$ cat config.mk
export PLATFORM = sky130hd
export DESIGN_NAME = hub75_scan_ctrl
export DESIGN_NICKNAME = d
export VERILOG_FILES = /design/src/rtl/hub75_scan_ctrl.sv
export SDC_FILE = /design/constraint.sdc
export NUM_CORES = 1
export LEC_CHECK = 0
export ABC_AREA = 1
export BUFFER_PORTS_ARGS = -buffer_cell sky130_fd_sc_hd__buf_2
export CORE_UTILIZATION = 40
export DETAILED_ROUTE_END_ITERATION = 8
export PLACE_DENSITY = 0.64
export SYNTH_ARGS = -nofsm -noshare
export SYNTH_HDL_FRONTEND = slang
export SYNTH_SLANG_ARGS = --single-unit
$ cat constraint.sdc
create_clock -name clk -period 2.3 [get_ports clk]
set_clock_uncertainty 0.15 [all_clocks]
set_input_delay 0.345 -clock clk [delete_from_list [all_inputs] [get_ports clk]]
set_output_delay 0.345 -clock clk [all_outputs]
set_load 0.1 [all_outputs]
$ cat src/rtl/hub75_scan_ctrl.sv
`default_nettype none
// ============================================================================
// Module   : hub75_scan_ctrl
// Purpose  : HUB75 LED panel scan controller (1/16 scan, 2 halves, column shift,
//            latch, bit-plane display). Macro SCAN_BCM_EN selects 4-plane BCM;
//            otherwise only the MSB plane is displayed.
// Revision : 1.0 - initial release
// ============================================================================
module hub75_scan_ctrl #(
    parameter int COLS    = 32,
    parameter int BASE_ON = 8
) (
    input  logic        clk,
    input  logic        rst,
    input  logic        en,
    output logic        fb_rd,
    output logic [8:0]  fb_addr,
    input  logic [11:0] fb_rdata_top,
    input  logic [11:0] fb_rdata_bot,
    output logic        A,
    output logic        B,
    output logic        C,
    output logic        D,
    output logic        R0,
    output logic        G0,
    output logic        B0,
    output logic        R1,
    output logic        G1,
    output logic        B1,
    output logic        clk_shft,
    output logic        LAT,
    output logic        OE,
    output logic        frame_done
);

    localparam int CNT_W = $clog2(BASE_ON * 8 + 1);

`ifdef SCAN_BCM_EN
    localparam logic [1:0] FIRST_PLANE = 2'd0;
`else
    localparam logic [1:0] FIRST_PLANE = 2'd3;
`endif
    localparam logic [1:0] LAST_PLANE = 2'd3;
    localparam logic [4:0] LAST_COL   = 5'(COLS - 1);

    localparam logic [2:0] S_IDLE    = 3'd0;
    localparam logic [2:0] S_FETCH   = 3'd1;
    localparam logic [2:0] S_SETUP   = 3'd2;
    localparam logic [2:0] S_CLOCK   = 3'd3;
    localparam logic [2:0] S_BLANK   = 3'd4;
    localparam logic [2:0] S_LATCH   = 3'd5;
    localparam logic [2:0] S_DISPLAY = 3'd6;
    localparam logic [2:0] S_NEXT    = 3'd7;

    logic [2:0]       state_q, state_d;
    logic [3:0]       row_q, row_d;
    logic [1:0]       plane_q, plane_d;
    logic [4:0]       col_q, col_d;
    logic [CNT_W-1:0] cnt_q, cnt_d;
    logic [5:0]       rgb_q, rgb_d;
    logic [3:0]       addr_q, addr_d;

    logic [5:0]       rgb_fetch;
    logic             plane_wrap;
    logic [1:0]       disp_shift;
    logic [CNT_W-1:0] disp_load;

    // Nibble bit select: R at 8+plane, G at 4+plane, B at plane.
    assign rgb_fetch = {fb_rdata_top[{2'b10, plane_q}], fb_rdata_top[{2'b01, plane_q}],
                        fb_rdata_top[{2'b00, plane_q}], fb_rdata_bot[{2'b10, plane_q}],
                        fb_rdata_bot[{2'b01, plane_q}], fb_rdata_bot[{2'b00, plane_q}]};
    assign plane_wrap = (plane_q == LAST_PLANE);
    // Without BCM the plane sits at 3 but the display length stays BASE_ON.
    assign disp_shift = plane_q - FIRST_PLANE;
    assign disp_load  = CNT_W'((BASE_ON << disp_shift) - 1);

    always_ff @(posedge clk) begin
        if (rst) begin
            state_q <= S_IDLE;
        end else begin
            state_q <= state_d;
        end
    end

    always_comb begin
        state_d = state_q;
        case (state_q)
            S_IDLE:    if (en) state_d = S_FETCH;
            S_FETCH:   state_d = S_SETUP;
            S_SETUP:   state_d = S_CLOCK;
            S_CLOCK:   state_d = (col_q == LAST_COL) ? S_BLANK : S_FETCH;
            S_BLANK:   state_d = S_LATCH;
            S_LATCH:   state_d = S_DISPLAY;
            S_DISPLAY: if (cnt_q == '0) state_d = S_NEXT;
            S_NEXT:    state_d = en ? S_FETCH : S_IDLE;
            default:   state_d = S_IDLE;
        endcase
    end

    always_comb begin
        fb_rd      = (state_q == S_FETCH);
        fb_addr    = {row_q, col_q};
        clk_shft   = (state_q == S_CLOCK);
        LAT        = (state_q == S_LATCH);
        OE         = (state_q != S_DISPLAY);
        frame_done = (state_q == S_NEXT) && plane_wrap && (row_q == 4'd15);
        // Data is driven straight from the read port in SETUP so it is stable
        // a full cycle before the shift clock rises.
        {R0, G0, B0, R1, G1, B1} = (state_q == S_SETUP) ? rgb_fetch : rgb_q;
        {D, C, B, A} = addr_q;
    end

    always_comb begin
        row_d   = row_q;
        plane_d = plane_q;
        col_d   = col_q;
        cnt_d   = cnt_q;
        rgb_d   = rgb_q;
        addr_d  = addr_q;
        case (state_q)
            S_SETUP: rgb_d = rgb_fetch;
            S_CLOCK: begin
                if (col_q == LAST_COL) begin
                    col_d  = '0;
                    addr_d = row_q;
                end else begin
                    col_d = col_q + 5'd1;
                end
            end
            S_LATCH:   cnt_d = disp_load;
            S_DISPLAY: if (cnt_q != '0) cnt_d = cnt_q - CNT_W'(1);
            S_NEXT: begin
                plane_d = plane_wrap ? FIRST_PLANE : plane_q + 2'd1;
                if (plane_wrap) row_d = row_q + 4'd1;
            end
            default: ;
        endcase
    end

    always_ff @(posedge clk) begin
        if (rst) begin
            row_q   <= '0;
            plane_q <= FIRST_PLANE;
            col_q   <= '0;
            cnt_q   <= '0;
            rgb_q   <= '0;
            addr_q  <= '0;
        end else begin
            row_q   <= row_d;
            plane_q <= plane_d;
            col_q   <= col_d;
            cnt_q   <= cnt_d;
            rgb_q   <= rgb_d;
            addr_q  <= addr_d;
        end
    end

endmodule
`default_nettype wire

==> reports/qor.txt, run 1 <==
Cell area after layout -> 2200 um^2
Critical path startpoint category -> flop
Hold Path Class -> input port to flop
Endpoints failing setup -> 0
Routed wire length -> 3850 um
Hold depth -> 3
DRT iter0 DRCs -> 96
Pleak -> 1.07 nW
Vias -> 1717
Unique masters post-synth -> 25
Crit Path Class -> flop to output port
GR Overflow Total -> 0
Remaining DRCs -> 0
Post-Synthesis Cells -> 252
I/O Buffers -> 50
CTS H-tree depth -> 2
Syn Std Cell Area -> 1710 um^2
DIE AREA -> 4540 um^2
Multiplexer share of the synthesized area -> 0
RSZ-0062 raised after global routing -> yes
Dpl hpwl -> 2920 um
Sequential area share after synthesis -> 0.363
Outcome -> finished clean
Synthesis Warnings -> 0
Pre-CTS setup slack -> 322 ps
Pwr per Cell Area -> 557 nW/um^2
Required @ worst endpoint -> 1800 ps
Fin. max-slew vios -> 0
Setup_tns -> 0 ps
FF-to-FF Start -> col_q[1]$_SDFFE_PP0P_
Top-Level Pins -> 51
Num CTS Buffers -> 5
Starting Density -> 0.422
GP Congestion -> 0.744
Vias in the first global route -> 1418
Final Cycle Share -> 0.941
Antenna viol nets, final -> 0
VDD IR max -> 411 uV
Max Cap Violations -> 0
Syn-to-layout area delta -> 28.8%
Rows -> 23
Setup ws final -> 135 ps
Clk buf depth -> 2
WL per Instance -> 10.8 um
Vias per inst -> 4.82
Most frequent cells in the layout -> nand2_1 (51), buf_2 (43), nor2_1 (41)
Layout Utilization -> 0.543
Layout cells sized above 1 -> 0.261
Post-route non-filler standard cell count -> 356
Largest family of logic cells by synthesized area -> simple AND/OR/NAND/NOR gates
Global-route wire length before repair -> 6190 um
Worst-case reg-to-reg path depth -> 8
Clock root buffer master -> clkbuf_8
Reg2reg end -> addr_q[2]$_SDFFE_PP0P_
Ant. Diodes -> 0
Crit-path max FO -> 7
Post-CTS Hold Buffers -> 0
Final critical-path required period -> 2160 ps
Cells after DPL -> 348
R2r setup slk -> 690 ps
Synth Area in Compound Gates -> 0.175
DP Area -> 2110 um^2
CP Capture Type -> output port
Synthesized area per cell -> 6.79 um^2
Syn_nets -> 289
CP Capture Point -> R0
CP Launch Point -> state_q[0]$_SDFFE_PP0P_
Worst-Skew Late Latency -> 290 ps
Clock net sink count -> 31
Pin count of the biggest net entering global routing -> 19
Gr usage total -> 0.183
Critical path arrival -> 1670 ps
Post-synthesis xor/xnor area fraction -> 0.0102
Core area -> 4060 um^2
Adder-Cell Fraction of Synth Area -> 0.0732
Slew Limit Headroom -> 0.676
Clk pin slew, worst setup/hold paths -> 70 ps
Simple-gate portion of the synthesized area -> 0.304
Fmax -> 462 MHz
Register bit count reported by yosys -> 31
Pre-antenna DRT Iters -> 4
Nets -> 342
Die X -> 67.4 um
Final Hold Viols -> 0
Commonest non-fill, non-tap cell in the layout -> nand2_1
Die height -> 67.4 um
Worst-Margin Slew -> 489 ps
TritonCTS clock tree -> done
Initial antenna violation count -> 0
## critical path, stage by stage (launching register included)
cell	delay (ps)
dfxtp_1	450
inv_1	100
nand2_2	130
nor2_4	70
inv_1	150
nand2_1	90
nand2_1	70
clkbuf_4	320
## cells by family (layout without fill, tap and decap cells)
| family | Yosys count | count (layout) |
|---|---|---|
| compound gates | 59 | 59 |
| simple gates | 118 | 118 |
| buf+inv | 32 | 86 |
| fa+ha+maj | 10 | 10 |
| xor+xnor | 2 | 2 |
| flops | 31 | 31 |
## stage by stage
| step | hold WS (ps) | power (mW) |
|---|---|---|
| detailed placement | 296 | 0.813 |
| finish | 221 | 1.23 |
| global placement | 302 | 0.812 |
| CTS | 217 | 1.24 |
| floorplan | 303 | 0.736 |
| global route | 247 | 1.28 |
## where the power goes
| group | switching, mW | leakage [nW] | total, mW | internal [mW] |
|---|---|---|---|---|
| sequential | 0.00957 | 0.254 | 0.556 | 0.546 |
| combinational | 0.176 | 0.772 | 0.247 | 0.0707 |
| clock | 0.214 | 0.0412 | 0.425 | 0.211 |
| total | 0.400 | 1.07 | 1.23 | 0.828 |
## routing by layer
metal / track usage / vias to the layer above / part of all wire
met4: 0.0585 / 0 / 0.011
met3: 0.0693 / 5 / 0.039
met1: 0.229 / 766 / 0.49
met5: 0 / - / 0
met2: 0.289 / 25 / 0.46
li1: - / 921 / -
## cells in the mapped netlist
| library cell | n | share of area |
|---|---|---|
| nand3b_1 | 1 | 0.0044 |
| a21oi_1 | 24 | 0.070 |
| ha_1 | 10 | 0.073 |
| nand3_1 | 12 | 0.035 |
| o21ai_1 | 3 | 0.0088 |
| o21a_1 | 1 | 0.0044 |
| xnor2_1 | 1 | 0.0051 |
| nand2_1 | 51 | 0.11 |
| o21ai_0 | 30 | 0.088 |
| nand2_2 | 3 | 0.011 |
| nor3b_1 | 1 | 0.0044 |
| nor3_1 | 1 | 0.0029 |
| clkbuf_1 | 2 | 0.0044 |
| nor2_4 | 3 | 0.020 |
| nor2_2 | 1 | 0.0037 |
| inv_1 | 21 | 0.046 |
| a31oi_1 | 1 | 0.0037 |
| inv_2 | 4 | 0.0088 |
| nand4_1 | 2 | 0.0073 |
| nor2_1 | 41 | 0.090 |
| xor2_1 | 1 | 0.0051 |
| nand2_4 | 2 | 0.013 |
| buf_4 | 1 | 0.0044 |
| dfxtp_1 | 31 | 0.36 |
| buf_2 | 4 | 0.012 |
## cell type report
cell class	instances	area, um^2
fillers	401	1850
multi-input cells	189	977
flip-flops and latches	31	632
repair buffers	53	353
inverters	25	93.8
clock buffers	6	72.6
well taps	50	62.6
clock inverters	2	12.5
## flip-flops by register name (all words and copies together) (netlist names)
register	count
plane_q	2
col_q	5
cnt_q	7
addr_q	4
rgb_q	6
state_q	3
row_q	4
## timing repair
action	CTS	global route
setup buffers	0	0
endpoints found under the setup margin	1	3
resized for setup	1	4
cloned	0	0
## worst min-delay path by stage
stage                           start                       to  slack (ps)
2_1_floorplan     rgb_q[0]$_SDFF_PP0_      rgb_q[0]$_SDFF_PP0_         300
3_3_place_gp   addr_q[1]$_SDFFE_PP0P_   addr_q[1]$_SDFFE_PP0P_         300
3_5_place_dp    row_q[3]$_SDFFE_PP0P_    row_q[3]$_SDFFE_PP0P_         300
4_1_cts                            en  state_q[0]$_SDFFE_PP0P_         220
5_1_grt                            en  state_q[0]$_SDFFE_PP0P_         250
6_report                           en  state_q[0]$_SDFFE_PP0P_         220
No activity file was read; power rests on OpenSTA's default activity.
==> inputs of run 2 (changes only) <==
- clock period: 2.3 -> 2.07 ns (I/O delays scaled with it)
==> run 2 against run 1 <==
  * Sequential share of layout area fell by 1.5 points
  * Combinational power rose by 19%
  * Worst hold slack got worse by 57 ps
  * Critical path depth fell by 1
  * Cell count rose by 1.7%
  * Global-route usage rose by 0.14 points
  * Final area rose by 7.2%
  * Wire length rose by 5.7%
  * Via count rose by 2.3%
  * Clock power rose by 36%
  * Setup slack got worse by 120 ps
  * Sequential power rose by 11%
  * Largest cell class unchanged
==> reports/qor.txt, run 2 (same netlist as run 1, synthesis figures left out) <==
Nets -> 348 (+1.8%)
Hold depth -> 3 (unchanged)
Pwr per Cell Area -> 631 nW/um^2 (+13%)
Critical path arrival -> 1600 ps (-70 ps)
Commonest non-fill, non-tap cell in the layout -> nand2_1
Gr usage total -> 0.184 (+0.00135)
Final Cycle Share -> 0.993
VDD IR max -> 423 uV (+2.7%)
Internal power -> 1.05 mW (+27%)
Worst-Skew Late Latency -> 280 ps (about the same)
Ant. Diodes -> 0 (unchanged)
Post-route non-filler standard cell count -> 362 (+1.7%)
WL per Instance -> 11.2 um (+3.9%)
Clk pin slew, worst setup/hold paths -> 70 ps (about the same)
Final critical-path required period -> 2060 ps
TritonCTS clock tree -> done
Required @ worst endpoint -> 1610 ps (-190 ps)
Cells after DPL -> 348 (unchanged)
Vias in the first global route -> 1414 (-0.28%)
Fill cells -> 381 (-5.0%)
Final Hold Viols -> 0 (unchanged)
Layout cells sized above 1 -> 0.314 (+0.0527)
Sw Ratio -> 0.294 (-0.0317)
GR Overflow Total -> 0 (unchanged)
Hold Path Class -> input port to flop
Vias per inst -> 4.85 (+0.63%)
Dpl hpwl -> 2890 um (-1.2%)
Setup_tns -> 0 ps (unchanged)
Clk buf depth -> 2 (unchanged)
Top reg by flops -> cnt_q
Register area -> 642 um^2 (+1.6%)
Worst-case reg-to-reg path depth -> 8 (unchanged)
Comb power frac -> 0.197 (-0.004)
Total power -> 1.49 mW (+22%)
GP Congestion -> 0.787 (+5.8%)
DIE AREA -> 4540 um^2 (unchanged)
Global-route wire length before repair -> 6220 um (+0.44%)
Max Cap Violations -> 0 (unchanged)
Rows -> 23 (unchanged)
Clock root buffer master -> clkbuf_8
Num CTS Buffers -> 5 (unchanged)
I/O Buffers -> 50 (unchanged)
Critical path startpoint category -> flop
CP Capture Type -> output port
Initial antenna violation count -> 0 (unchanged)
Worst-Margin Slew -> 493 ps (+4.10 ps)
RSZ-0062 raised after global routing -> yes
Syn-to-layout area delta -> 38.1%
Most frequent cells in the layout -> nand2_1 (48), buf_2 (41), nor2_1 (40)
Switching power -> 438 uW (+9.7%)
Starting Density -> 0.422 (unchanged)
Die X -> 67.4 um (unchanged)
Fmax -> 486 MHz
Vias -> 1757 (+2.3%)
Top-Level Pins -> 51 (unchanged)
Max FFs per register -> 7 (unchanged)
Die height -> 67.4 um (unchanged)
Top flop regs -> cnt_q x7, rgb_q x6, col_q x5
Slew Limit Headroom -> 0.674 (-0.00271)
Fin. max-slew vios -> 0 (unchanged)
Endpoints failing setup -> 0 (unchanged)
Clock net sink count -> 31 (unchanged)
Routed wire length -> 4070 um (+5.7%)
Power share of the clock group -> 0.389 (+0.043)
Pleak -> 1.13 nW (+6.0%)
Post-CTS Hold Buffers -> 0 (unchanged)
Area of the multi-input gates -> 1000 um^2 (+2.8%)
Crit-path max FO -> 4 (-3)
Flop pwr share -> 0.414 (-0.039)
Crit Path Class -> flop to output port
DRT iter0 DRCs -> 39 (-59%)
Pin count of the biggest net entering global routing -> 19 (unchanged)
Core area -> 4060 um^2 (unchanged)
Remaining DRCs -> 0 (unchanged)
Antenna viol nets, final -> 0 (unchanged)
Outcome -> finished clean
CTS H-tree depth -> 2 (unchanged)
Pre-antenna DRT Iters -> 4 (unchanged)
run 2: cell types whose count changed in the layout (fill, tap and decap cells not counted), sizes merged:
cell and delta:
inv -1, clkinvlp +1, clkinv +1, clkbuf -2, buf +6, bufinv +1
run 2: final timing paths:
| kind | start | to | slack, ps |
|---|---|---|---|
| min | en | state_q[0]$_SDFFE_PP0P_ | 160 |
| max reg2reg | plane_q[0]$_SDFFE_PP1N_ | cnt_q[4]$_SDFFE_PP0P_ | 480 |
| min reg2reg | addr_q[3]$_SDFFE_PP0P_ | addr_q[3]$_SDFFE_PP0P_ | 310 |
| max | plane_q[0]$_SDFFE_PP1N_ | frame_done | 10 |
run 2: area by class of cell:
class | count | area share
multi-input cells | 189 | 0.425
clock inverters | 3 | 0.0164
repair buffers | 58 | 0.186
repair inverters | 1 | 0.00318
inverters | 25 | 0.0413
flip-flops and latches | 31 | 0.272
clock buffers | 5 | 0.0291
well taps | 50 | 0.0265
run 2: per-stage QoR:
step           hold WS [ps]  cell area, um^2  utilization  setup WS (ps)
2_1_floorplan           303             1740            -           -116
3_3_place_gp            303             2160        0.532            231
3_5_place_dp            302             2160        0.532            226
4_1_cts                 163             2280        0.561           9.03
5_1_grt                 175             2360        0.582          -53.7
6_report                164             2360        0.582           14.3
run 2: repair_timing:
action | in CTS | in global routing
pin swaps | 1 | 4
setup buffers | 0 | 5
setup endpoints to repair | 8 | 8
gates resized for setup | 4 | 16
hold endpoints to repair | 0 | 0
gates cloned | 0 | 1
run 2: per-layer routing:
| metal | vias to the layer above | wire length, um | global-route usage |
|---|---|---|---|
| li1 | 932 | - | - |
| met1 | 786 | 1900 | 0.234 |
| met2 | 33 | 1910 | 0.290 |
| met3 | 6 | 196 | 0.0625 |
| met4 | 0 | 51 | 0.0638 |
| met5 | - | 0 | 0 |
run 2: power groups by stage:
stage	registers, mW	clock network, mW	logic, mW
final	0.618	0.580	0.294
after detailed placement	0.631	0	0.286
after global routing	0.619	0.624	0.311
after floorplan	0.644	0	0.175
after global placement	0.631	0	0.285
after CTS	0.618	0.602	0.288
run 2: critical path, stage by stage (launching register included):
cell and delay, ps:
dfxtp_4 390, ha_4 130, nand4_1 150, inv_2 150
nand2_4 70, nor3b_4 230, buf_12 200
